[src/rtl/multicycle_ctrl.sv]
// Control FSM for a multicycle RV32I-subset datapath (lw, sw, R/I ALU, beq) with a
// shared ALU and unified memory port, plus memory-stall watchdog and sticky trap flags.
module multicycle_ctrl #(
   parameter int MEM_TIMEOUT = 255,
   parameter int WDOG_W      = 8
) (
   input  logic       clk,
   input  logic       rst,
   input  logic [6:0] opcode,
   input  logic [2:0] funct3,
   input  logic       funct7b5,
   input  logic       zero,
   input  logic       mem_ready,
   output logic       mem_req,
   output logic       mem_we,
   output logic       adr_src,
   output logic       ir_write,
   output logic       pc_write,
   output logic       reg_write,
   output logic [1:0] alu_src_a,
   output logic [1:0] alu_src_b,
   output logic [2:0] alu_ctrl,
   output logic [1:0] result_src,
   output logic [1:0] imm_src,
   output logic       illegal,
   output logic       timeout,
   output logic [3:0] state_dbg
);

   typedef enum logic [3:0] {
      FETCH    = 4'd0,
      DECODE   = 4'd1,
      MEMADR   = 4'd2,
      MEMREAD  = 4'd3,
      MEMWB    = 4'd4,
      MEMWRITE = 4'd5,
      EXECR    = 4'd6,
      EXECI    = 4'd7,
      ALUWB    = 4'd8,
      BEQ      = 4'd9,
      TRAP     = 4'd15
   } state_t;

   localparam logic [6:0] OP_LOAD  = 7'b0000011;
   localparam logic [6:0] OP_STORE = 7'b0100011;
   localparam logic [6:0] OP_R     = 7'b0110011;
   localparam logic [6:0] OP_I     = 7'b0010011;
   localparam logic [6:0] OP_BR    = 7'b1100011;

   localparam logic [2:0] ALU_ADD = 3'b000;
   localparam logic [2:0] ALU_SUB = 3'b001;
   localparam logic [2:0] ALU_AND = 3'b010;
   localparam logic [2:0] ALU_OR  = 3'b011;
   localparam logic [2:0] ALU_SLT = 3'b101;

   localparam logic [WDOG_W-1:0] WDOG_LAST = WDOG_W'(MEM_TIMEOUT - 1);
   localparam bit                WDOG_EN   = (MEM_TIMEOUT != 0);

   state_t            state, state_next;
   logic [WDOG_W-1:0] wdog_cnt;
   logic              wdog_expire, mem_wait;
   logic              req_raw, we_raw, ir_raw, pc_raw, rw_raw;
   logic              set_illegal, set_timeout;
   logic              is_lw, is_sw, is_beq, alu_ok;
   logic [2:0]        alu_op;

   assign is_lw       = (opcode == OP_LOAD)  && (funct3 == 3'b010);
   assign is_sw       = (opcode == OP_STORE) && (funct3 == 3'b010);
   assign is_beq      = (opcode == OP_BR)    && (funct3 == 3'b000);
   // The counter value equals the number of wait cycles already elapsed.
   assign wdog_expire = WDOG_EN && (wdog_cnt == WDOG_LAST);

   // NOTE: every signal driven here gets a default first, so no path leaves it unassigned and no latch is inferred.
   always_comb begin
      alu_op = ALU_ADD;
      alu_ok = 1'b1;
      case (funct3)
         3'b000:  alu_op = (state == EXECR && funct7b5) ? ALU_SUB : ALU_ADD;
         3'b010:  alu_op = ALU_SLT;
         3'b110:  alu_op = ALU_OR;
         3'b111:  alu_op = ALU_AND;
         default: alu_ok = 1'b0;
      endcase
   end

   always_comb begin
      state_next  = state;
      req_raw     = 1'b0;
      we_raw      = 1'b0;
      ir_raw      = 1'b0;
      pc_raw      = 1'b0;
      rw_raw      = 1'b0;
      adr_src     = 1'b0;
      alu_src_a   = 2'b00;
      alu_src_b   = 2'b00;
      alu_ctrl    = ALU_ADD;
      result_src  = 2'b00;
      imm_src     = 2'b11;
      mem_wait    = 1'b0;
      set_illegal = 1'b0;
      set_timeout = 1'b0;
      case (state)
         FETCH: begin
            req_raw    = 1'b1;
            alu_src_b  = 2'b10;
            result_src = 2'b10;
            mem_wait   = 1'b1;
            if (mem_ready) begin
               ir_raw     = 1'b1;
               pc_raw     = 1'b1;
               state_next = DECODE;
            end else if (wdog_expire) begin
               state_next  = TRAP;
               set_timeout = 1'b1;
            end
         end
         DECODE: begin
            alu_src_a = 2'b01;
            alu_src_b = 2'b01;
            imm_src   = 2'b10;
            if (is_lw || is_sw)      state_next = MEMADR;
            else if (opcode == OP_R) state_next = EXECR;
            else if (opcode == OP_I) state_next = EXECI;
            else if (is_beq)         state_next = BEQ;
            else begin
               state_next  = TRAP;
               set_illegal = 1'b1;
            end
         end
         MEMADR: begin
            alu_src_a  = 2'b10;
            alu_src_b  = 2'b01;
            imm_src    = is_sw ? 2'b01 : 2'b00;
            state_next = is_sw ? MEMWRITE : MEMREAD;
         end
         MEMREAD, MEMWRITE: begin
            req_raw  = 1'b1;
            we_raw   = (state == MEMWRITE);
            adr_src  = 1'b1;
            mem_wait = 1'b1;
            if (mem_ready) begin
               state_next = (state == MEMREAD) ? MEMWB : FETCH;
            end else if (wdog_expire) begin
               state_next  = TRAP;
               set_timeout = 1'b1;
            end
         end
         MEMWB: begin
            result_src = 2'b01;
            rw_raw     = 1'b1;
            state_next = FETCH;
         end
         EXECR, EXECI: begin
            alu_src_a = 2'b10;
            alu_src_b = (state == EXECI) ? 2'b01 : 2'b00;
            imm_src   = (state == EXECI) ? 2'b00 : 2'b11;
            alu_ctrl  = alu_op;
            if (alu_ok) state_next = ALUWB;
            else begin
               state_next  = TRAP;
               set_illegal = 1'b1;
            end
         end
         ALUWB: begin
            rw_raw     = 1'b1;
            state_next = FETCH;
         end
         BEQ: begin
            alu_src_a  = 2'b10;
            alu_ctrl   = ALU_SUB;
            pc_raw     = zero;
            state_next = FETCH;
         end
         TRAP:    state_next = TRAP;
         default: state_next = TRAP;
      endcase
   end

   // Reset kills strobes combinationally so an aborted instruction issues nothing more.
   assign mem_req   = req_raw & ~rst;
   assign mem_we    = we_raw  & ~rst;
   assign ir_write  = ir_raw  & ~rst;
   assign pc_write  = pc_raw  & ~rst;
   assign reg_write = rw_raw  & ~rst;
   assign state_dbg = state;

   // NOTE: sequential state uses non-blocking assignments so all registers update from pre-edge values.
   always_ff @(posedge clk or posedge rst) begin
      if (rst) state <= FETCH;
      else     state <= state_next;
   end

   always_ff @(posedge clk or posedge rst) begin
      if (rst) begin
         wdog_cnt <= '0;
      end else if (mem_wait && !mem_ready && state_next == state) begin
         wdog_cnt <= wdog_cnt + WDOG_W'(1);
      end else begin
         wdog_cnt <= '0;
      end
   end

   always_ff @(posedge clk or posedge rst) begin
      if (rst) begin
         illegal <= 1'b0;
         timeout <= 1'b0;
      end else begin
         if (set_illegal) illegal <= 1'b1;
         if (set_timeout) timeout <= 1'b1;
      end
   end

endmodule

[config.mk]
export PLATFORM = sky130hd
export DESIGN_NAME = multicycle_ctrl
export DESIGN_NICKNAME = d
export VERILOG_FILES = /design/src/rtl/multicycle_ctrl.sv
export SDC_FILE = /design/constraint.sdc
export NUM_CORES = 1
export LEC_CHECK = 0
export BUFFER_PORTS_ARGS = -buffer_cell sky130_fd_sc_hd__buf_4
export CORE_MARGIN = 4
export CORE_UTILIZATION = 53
export CTS_CLUSTER_DIAMETER = 100
export CTS_CLUSTER_SIZE = 40
export DETAILED_ROUTE_END_ITERATION = 16
export PLACE_DENSITY = 0.85
export SLEW_MARGIN = 25
export SYNTH_ARGS = -nofsm -noshare
export SYNTH_HDL_FRONTEND = slang
export SYNTH_SLANG_ARGS = --single-unit
export TNS_END_PERCENT = 50
[constraint.sdc]
create_clock -name clk -period 2.8 [get_ports clk]
set_input_delay 0.42 -clock clk [delete_from_list [all_inputs] [get_ports clk]]
set_output_delay 0.42 -clock clk [all_outputs]
set_load 0.1 [all_outputs]
==> results of run 1 <==
cell type report:
class	count	area share, %
flip-flops and latches	14	23.82
inverters	7	1.737
repair buffers	38	18.86
clock buffers	4	1.737
well taps	27	2.233
multi-input cells	98	51.61
cell usage in the layout (no fill, tap or decap), types with 3 or more instances in the layout:
cell type	netlist	routed
a21oi_1	3	3
buf_4	1	38
clkbuf_4	0	3
dfrtp_1	14	10
inv_1	7	7
nand2_1	11	10
nand3_1	6	6
nand4_1	4	4
nor2_1	6	4
nor2_2	8	8
nor3_1	7	3
nor3_2	1	3
o21ai_0	5	5
xnor2_1	5	5
xor2_1	3	3
report_power, final:
part	switching [W]	total [W]	internal [W]
registers	0.00000227	0.000209	0.000206
logic	0.0000576	0.0000848	0.0000272
clock network	0.0000611	0.000116	0.0000552
total	0.000121	0.000410	0.000289
cell usage after synthesis (2+ instances only):
cell       n  area (um2)
dfrtp_1   14       350.3
xor2_1     3       26.28
nand4_1    4       25.02
nor2_2     8       50.05
a21o_1     2       15.01
nand2b_1   3       18.77
nand3_1    6       30.03
or3_1      3       18.77
and4_1     2       17.52
a21oi_1    3       15.01
nor3_1     7       35.03
o21a_1     2       15.01
inv_1      7       26.28
buf_2      5       25.02
xnor2_1    5       43.79
ha_1       2       25.02
nand2_1   11       41.29
nor2_1     6       22.52
and3_1     2       12.51
o21ai_0    5       25.02
worst register-to-register path: stages, from the launching register on:
cell,delay [ns]
dfrtp_2,0.57
or3b_1,0.45
o2bb2ai_2,0.24
nand2b_1,0.31
nor2_2,0.18
layer usage:
metal	vias up	share of wire (%)
met3	7	7.1
met2	33	48
met5	-	0
li1	529	-
met4	0	1.3
met1	509	43
registers in the layout, summed over array words and instances (netlist names):
register   count
illegal        1
wdog_cnt       8
state_dbg      4
timeout        1
final timing paths:
check                          endpoint  slack, ns  cells past startpoint
max                          imm_src[1]       0.30                      4
min in group clk                timeout       0.47                      1
max reg2reg                 wdog_cnt[5]       0.98                      4
min                             timeout       0.24                      3
max in group asynchronous  state_dbg[3]       2.37                      3
min reg2reg                     timeout       0.47                      1
kinds of logic (layout without fill, tap and decap cells):
| group | after synthesis | after routing | share of synthesized area (%) |
|---|---|---|---|
| AO/OA/AOI/OAI | 21 | 21 | 13.60 |
| XOR/XNOR | 8 | 8 | 6.400 |
| adder cells (fa/ha/maj) | 3 | 3 | 3.200 |
| buffers and inverters | 15 | 49 | 6.743 |
| flip-flops | 14 | 14 | 32.00 |
| multiplexers | 2 | 2 | 1.943 |
| AND/OR/NAND/NOR | 64 | 64 | 36.12 |
metrics by stage:
stage          total power, W  instance area (um2)  utilization (%)  hold WS (ns)
3_3_place_gp        0.0002964                 1486            75.77        0.4508
3_5_place_dp        0.0002984                 1486            75.77        0.4479
2_1_floorplan       0.0002623                 1227                -        0.3171
5_1_grt             0.0004275                 1513            77.10        0.2524
6_report            0.0004098                 1513            77.10        0.2398
4_1_cts             0.0004127                 1513            77.10        0.2422
==> flow_summary.json, run 1 <==
{
  "status": "finished, final reports clean",
  "crit_fanout": 18,
  "boundaryPins": 38,
  "n_fill_cell": 140,
  "dp_slack_ns": 0.6058,
  "fmax_mhz": 399.4,
  "end_kind": "primary output",
  "ant_nets": 0,
  "htreeDepth": 1,
  "maxCapViolations": 0,
  "avgSynthCellArea_um2": 8.620,
  "final_max_slew_viol_count": 0,
  "post-dp-hpwl_um": 2043,
  "gp_congestion": 0.8134,
  "grt_max_degree": 20,
  "drive_gt1_share_pct": 44.10,
  "fp.dieW_um": 53.45,
  "async_flop_share_pct": 100.0,
  "drt-total-wl_um": 2618,
  "path_cells": "xnor2_1 > mux2i_1 > or3_4 > buf_4",
  "slowest_delay_ns": 0.59,
  "initial_core_util_pct": 55.80,
  "areaGrowthSynthToFinish_pct": 38.17,
  "path_delay_family": "flip-flops",
  "drt_first_iter_violations": 10,
  "timing.rr.start": "state_dbg[3]",
  "ir_worst_vdd_mv": 0.2884,
  "final_cells": 188,
  "netlist_area_um2": 1095,
  "cp_data_arrival_time_ns": 2.08,
  "antenna_cells": 0,
  "synth_enable_flop_cells": 0,
  "yosys.cell_types.count": 47,
  "grt_first_pass_wirelength_um": 4326,
  "io_buffers": 37,
  "post_cts_resized": 0,
  "fp.coreArea_um2": 1962,
  "die_h_um": 53.45,
  "clockBufferDepth": 2,
  "tightest_slew_ns": 0.4821,
  "rows": 16,
  "max_slew_margin_pct": 67.86,
  "synth_warnings": 0,
  "yosysSeqAreaShare_pct": 32.00,
  "clk_pin_slew_worst_paths_ns": 0.08,
  "start_kind": "flip-flop",
  "hold_class": "in -> async",
  "fin_tns_setup_ns": 0,
  "clk_latency_ns": 0.28,
  "die_area_um2": 2857,
  "finalClockSkew_ns": 0.006789,
  "power_density_nw_per_um2": 270.9,
  "finalSetupViolCount": 0,
  "hold_violations": 0,
  "multi_input_area_um2": 780.7,
  "synthCells": 127,
  "grt_usage_pct": 20.18,
  "grt_pass1_vias": 985,
  "busiest_layer": "met2",
  "vias": 1078,
  "ys_ff_latch": 14,
  "overflow": 0,
  "vias_per_cell": 5.734,
  "postCtsSetupRepairBufs": 0,
  "fin_crit_sh_pct": 89.41,
  "synth-main-ff-cell": "dfrtp_1",
  "cts_num_sinks": 14,
  "holdBufCountCts": 0,
  "path_buf_inv": 1,
  "layout.area.seq_um2": 360.3,
  "cp_slowest_cell": "dfrtp_4",
  "crit_type": "reg -> out",
  "fin_crit_ns": 2.503,
  "cts_tree": "done",
  "grt_util_met2_pct": 33.27,
  "firstDrtPassIters": 4,
  "cts_inserted_buffers": 3,
  "antenna_found_initial": 0,
  "static-leakage-power_nw": 0.6731,
  "finalWorstSetupSlack_ns": 0.2965,
  "route.detailed.drc": 0,
  "required_ns": 2.38,
  "wire_per_inst_um": 13.93,
  "synth_fp_nets": 144,
  "placedCellCount": 184,
  "crit_start": "state_dbg[1]",
  "nNetsFinal": 179,
  "met3_usage_pct": 3.380,
  "clock-root-buffer": "clkbuf_4",
  "met1_usage_pct": 26.18,
  "grt_setup_unrepaired": "no"
}
(Power assumes the default switching activity.)
==> run 2, diff against run 1 <==
--- a/config.mk
+++ b/config.mk
@@ -7,11 +7,11 @@
 export LEC_CHECK = 0
 export BUFFER_PORTS_ARGS = -buffer_cell sky130_fd_sc_hd__buf_4
 export CORE_MARGIN = 4
-export CORE_UTILIZATION = 53
+export CORE_UTILIZATION = 35
 export CTS_CLUSTER_DIAMETER = 100
 export CTS_CLUSTER_SIZE = 40
 export DETAILED_ROUTE_END_ITERATION = 16
-export PLACE_DENSITY = 0.85
+export PLACE_DENSITY = 0.6
 export SLEW_MARGIN = 25
 export SYNTH_ARGS = -nofsm -noshare
 export SYNTH_HDL_FRONTEND = slang
==> run 2 against run 1 <==
- final cell count increased by 9.0%
- sequential cell count unchanged
- critical path type unchanged
- routed wire length increased by 9.8%
- register-to-register slack about the same
- utilization decreased by 26 points
- critical path depth unchanged
- die area increased by 43%
- sequential share of layout area decreased by 0.48 points
- clock power increased by 22%
- sequential power about the same
- via count decreased by 0.93%
- non-clock buffer count unchanged
==> flow_summary.json, run 2 (same netlist as run 1, synthesis figures left out) <==
{
  "die_area_um2": 4087,
  "cp_slowest_cell": "dfrtp_4",
  "clock-root-buffer": "clkbuf_4",
  "grt_setup_unrepaired": "no",
  "vias": 1068,
  "crit_fanout": 18,
  "boundaryPins": 38,
  "io_buffers": 37,
  "n_fill_cell": 301,
  "htreeDepth": 1,
  "largest_reg_flops": 8,
  "timing.rr.start": "state_dbg[3]",
  "clockBufferDepth": 2,
  "final_common_cell": "buf_4",
  "design_area_um2": 1544,
  "ant_nets": 0,
  "post-dp-hpwl_um": 2215,
  "static-leakage-power_nw": 0.6791,
  "initial_core_util_pct": 36.16,
  "drt_first_iter_violations": 27,
  "fmax_mhz": 394.5,
  "antenna_cells": 0,
  "rows": 20,
  "finalClockSkew_ns": 0.001400,
  "fin_crit_ns": 2.535,
  "fp.dieW_um": 63.93,
  "clk_latency_ns": 0.28,
  "post_cts_resized": 0,
  "max_slew_margin_pct": 68.73,
  "end_kind": "primary output",
  "route.detailed.drc": 0,
  "die_h_um": 63.93,
  "final_cells": 205,
  "fin_tns_setup_ns": 0,
  "maxCapViolations": 0,
  "cts_inserted_buffers": 3,
  "antenna_found_initial": 0,
  "gp_congestion": 0.8587,
  "dpl-instance-area_um2": 1508,
  "postCtsSetupRepairBufs": 0,
  "firstDrtPassIters": 4,
  "drive_gt1_share_pct": 44.72,
  "fp.coreArea_um2": 3028,
  "overflow": 0,
  "grt_max_degree": 20,
  "regToRegSetupSlack_ns": 0.98,
  "grt_first_pass_wirelength_um": 4850,
  "nNetsFinal": 179,
  "cts_num_sinks": 14,
  "tightest_slew_ns": 0.4691,
  "path_cells": "xnor2_1 > mux2i_1 > or3_4 > buf_4",
  "ir_worst_vdd_mv": 0.2471,
  "cp_data_arrival_time_ns": 2.11,
  "clk_pin_slew_worst_paths_ns": 0.08,
  "fin_total_pwr_w": 0.0004357,
  "placedCellCount": 201,
  "cts_tree": "done",
  "wire_per_inst_um": 14.02,
  "grt_usage_pct": 14.91,
  "crit_type": "reg -> out",
  "hold_violations": 0,
  "dp_slack_ns": 0.5546,
  "finalWorstSetupSlack_ns": 0.2654,
  "r2r_end": "wdog_cnt[4]",
  "power_density_nw_per_um2": 282.2,
  "vias_per_cell": 5.210,
  "final_cell_mix": "38 x buf_4, 10 x nand2_1, 10 x dfrtp_1, 8 x nor2_2, 7 x inv_1",
  "fin_crit_sh_pct": 90.52,
  "holdBufCountCts": 0,
  "regMostFlops": "wdog_cnt",
  "slowest_delay_ns": 0.59,
  "final_max_slew_viol_count": 0,
  "grt_pass1_vias": 1018,
  "drt-total-wl_um": 2875,
  "start_kind": "flip-flop",
  "reg2reg_depth": 4,
  "areaGrowthSynthToFinish_pct": 41.03,
  "required_ns": 2.38,
  "finalSetupViolCount": 0,
  "status": "finished, final reports clean",
  "hold_class": "in -> async"
}
-- run 2: metrics by stage --
stage                     utilization (%)  hold WS (ns)
after floorplan                         -        0.3171
after global placement              49.79        0.4579
after detailed placement            49.79        0.4669
after CTS                           50.99        0.2262
after global routing                50.99        0.2348
final                               50.99        0.2317
-- run 2: worst max-delay path: cells and delay by family, from the launching register on --
family	cells	cell delay (ns)
flip-flops	1	0.59
XOR/XNOR	1	0.42
buffers and inverters	1	0.24
AND/OR/NAND/NOR	1	0.36
multiplexers	1	0.23
-- run 2: power breakdown --
group / switching [W] / internal (W)
clock: 0.0000630 / 0.0000791
sequential: 0.00000263 / 0.000206
combinational: 0.0000574 / 0.0000272
total: 0.000123 / 0.000313
-- run 2: cell type report --
type / count / area, um2 / share of cell area (%)
Tap cell: 44 / 55.05 / 3.566
Multi-Input combinational cell: 98 / 780.7 / 50.57
Timing Repair Buffer: 38 / 285.3 / 18.48
Inverter: 7 / 26.28 / 1.702
Clock buffer: 4 / 36.28 / 2.350
Sequential cell: 14 / 360.3 / 23.34
-- run 2: worst max-delay path by stage --
stage	cells after the start	from	slack, ns	endpoint
after global routing	4	state_dbg[1]	0.12	imm_src[1]
after CTS	4	state_dbg[1]	0.23	imm_src[1]
after floorplan	4	state_dbg[2]	-0.66	pc_write
final	4	state_dbg[1]	0.27	imm_src[1]
after detailed placement	4	state_dbg[1]	0.55	imm_src[1]
after global placement	4	state_dbg[1]	0.57	imm_src[1]
-- run 2: per-layer routing --
metal / wire length, um / vias to the layer above / GRT usage, %
met5: 0 / - / 0
met4: 5 / 0 / 2.156
met3: 158 / 2 / 4.745
met2: 1298 / 25 / 22.19
met1: 1413 / 513 / 21.40
li1: - / 528 / -
==> run 3, diff against run 2 <==
--- a/config.mk
+++ b/config.mk
@@ -12,6 +12,7 @@
 export CTS_CLUSTER_SIZE = 40
 export DETAILED_ROUTE_END_ITERATION = 16
 export PLACE_DENSITY = 0.6
+export REMOVE_ABC_BUFFERS = 1
 export SLEW_MARGIN = 25
 export SYNTH_ARGS = -nofsm -noshare
 export SYNTH_HDL_FRONTEND = slang
==> constraint.sdc (replaced) <==
create_clock -name clk -period 2.5 [get_ports clk]
set_input_delay 0.5 -clock clk [delete_from_list [all_inputs] [get_ports clk]]
set_output_delay 0.5 -clock clk [all_outputs]
set_load 0.1 [all_outputs]
==> run 3 against run 2 <==
- sequential power rose by 12%
- via count rose by 3.7%
- routed wire length fell by 2.3%
- clock skew rose by 0.0078 ns
- sequential cell count did not move
- critical path depth rose by 1
- sequential share of layout area rose by 0.16 points
==> flow_summary.json, run 3 (same netlist as run 1, synthesis figures left out) <==
{
  "status": "finished, final reports clean",
  "boundaryPins": 38,
  "cts_tree": "done",
  "final_cell_mix": "44 x buf_4, 12 x dfrtp_1, 11 x nand2_1, 8 x nor2_2",
  "start_kind": "flip-flop",
  "tightest_slew_ns": 0.4685,
  "grt_max_degree": 15,
  "largest_reg_flops": 8,
  "die_area_um2": 4087,
  "combPwrFrac_pct": 18.6,
  "sw_frac_of_total_pct": 28.17,
  "fmax_mhz": 416.3,
  "drt_first_iter_violations": 54,
  "final_common_cell": "buf_4",
  "vias_per_cell": 5.197,
  "slowest_delay_ns": 0.55,
  "finalSetupViolCount": 0,
  "cp_common_cell": "buf_4",
  "switchingPower_w": 0.0001372,
  "gp_congestion": 0.8716,
  "clock-root-buffer": "clkbuf_4",
  "vias": 1107,
  "hold_violations": 0,
  "finalClockSkew_ns": 0.009199,
  "cp_data_arrival_time_ns": 1.90,
  "fin_util_pct": 49.59,
  "fin_tns_setup_ns": 0,
  "drt-total-wl_um": 2808,
  "ant_nets": 0,
  "path_delay_family": "flip-flops",
  "cp_slowest_cell": "dfrtp_1",
  "crit_fanout": 7,
  "route.detailed.drc": 0,
  "crit_type": "reg -> out",
  "io_buffers": 37,
  "final_max_slew_viol_count": 0,
  "post-dp-hpwl_um": 2202,
  "hold_class": "in -> async",
  "intPower_w": 0.0003500,
  "max_slew_margin_pct": 68.76,
  "seqPwrFrac_pct": 48.2,
  "rows": 20,
  "cts_inserted_buffers": 3,
  "drive_gt1_share_pct": 39.64,
  "clk_pin_slew_worst_paths_ns": 0.09,
  "path_buf_inv": 2,
  "nNetsFinal": 187,
  "grt_setup_unrepaired": "yes",
  "holdBufCountCts": 0,
  "antenna_found_initial": 0,
  "clockBufferDepth": 2,
  "fp.coreArea_um2": 3028,
  "wire_per_inst_um": 13.18,
  "clk_latency_ns": 0.28,
  "regMostFlops": "wdog_cnt",
  "ir_worst_vdd_mv": 0.3520,
  "overflow": 0,
  "cts_num_sinks": 14,
  "grt_pass1_vias": 1065,
  "power_density_nw_per_um2": 324.5,
  "fin_crit_ns": 2.402,
  "static-leakage-power_nw": 0.6589,
  "end_kind": "primary output",
  "fin_crit_sh_pct": 96.09,
  "initial_core_util_pct": 36.16,
  "areaGrowthSynthToFinish_pct": 37.14,
  "clock_power_share_pct": 33.2,
  "htreeDepth": 1,
  "grt_first_pass_wirelength_um": 4871,
  "n_fill_cell": 295,
  "firstDrtPassIters": 5,
  "grt_usage_pct": 14.53,
  "maxCapViolations": 0,
  "die_h_um": 63.93,
  "required_ns": 2.00,
  "path_cells": "buf_4 > nor2b_1 > mux2i_1 > or3_1 > buf_4",
  "antenna_cells": 0,
  "fp.dieW_um": 63.93
}
## run 3: changes by cell type in the layout (fill, tap and decap cells not counted), sizes merged
cell,before,now
buf,38,46
## run 3: repair_timing
action / 4_1_cts / 5_1_grt
resized for setup: 0 / 5
setup endpoints to repair: 0 / 4
buffers inserted: 0 / 0
## run 3: per-stage QoR
| stage | hold slack (ns) | setup slack, ns | total power, W | instances | instance area [um2] |
|---|---|---|---|---|---|
| after floorplan | 0.3972 | -2.870 | 0.0002926 | 119 | 1047 |
| after global placement | 0.4446 | 0.1998 | 0.0003293 | 209 | 1448 |
| after detailed placement | 0.4502 | 0.1829 | 0.0003298 | 209 | 1448 |
| after CTS | 0.2884 | 0.01755 | 0.0004963 | 213 | 1484 |
| after global routing | 0.3189 | -0.008294 | 0.0005142 | 213 | 1501 |
| final | 0.2926 | 0.09774 | 0.0004872 | 213 | 1501 |
## run 3: per-layer routing
metal  vias to the layer above  GRT usage, %  wire [um]
met5                         -             0          0
met4                         0         3.504         26
met3                         5         2.636        127
met2                        27         23.23       1395
met1                       533         20.15       1259
li1                        542             -          -
## run 3: power by group through the flow
| stage | clock (W) | combinational [W] | sequential (W) |
|---|---|---|---|
| 2_1_floorplan | 0 | 0.0000163 | 0.000276 |
| 3_3_place_gp | 0 | 0.0000909 | 0.000238 |
| 3_5_place_dp | 0 | 0.0000911 | 0.000239 |
| 4_1_cts | 0.000171 | 0.0000907 | 0.000235 |
| 5_1_grt | 0.000182 | 0.0000965 | 0.000236 |
| 6_report | 0.000162 | 0.0000905 | 0.000235 |
## run 3: area by class of cell
class	count	area, um2	share of cell area (%)
inverter	7	26.28	1.750
timing repair buffer	46	352.8	23.50
multi-input combinational	98	678.2	45.17
clock buffer	4	36.28	2.417
sequential	14	352.8	23.50
tap	44	55.05	3.667
## run 3: worst min-delay path: stages
cell and delay [ns]:
buf_4 0.13, inv_1 0.08, buf_4 0.23
## run 3: path summary, 6_finish.rpt
| check | cells after the start | from | to | slack, ns |
|---|---|---|---|---|
| worst max register to register | 5 | state_dbg[0] | wdog_cnt[7] | 0.61 |
| min in group clk | 1 | timeout | timeout | 0.47 |
| max in group asynchronous | 3 | rst | state_dbg[3] | 2.02 |
| worst min register to register | 1 | timeout | timeout | 0.47 |
| worst max-delay path | 5 | state_dbg[1] | imm_src[1] | 0.1 |
| worst min-delay path | 3 | rst | state_dbg[0] | 0.29 |
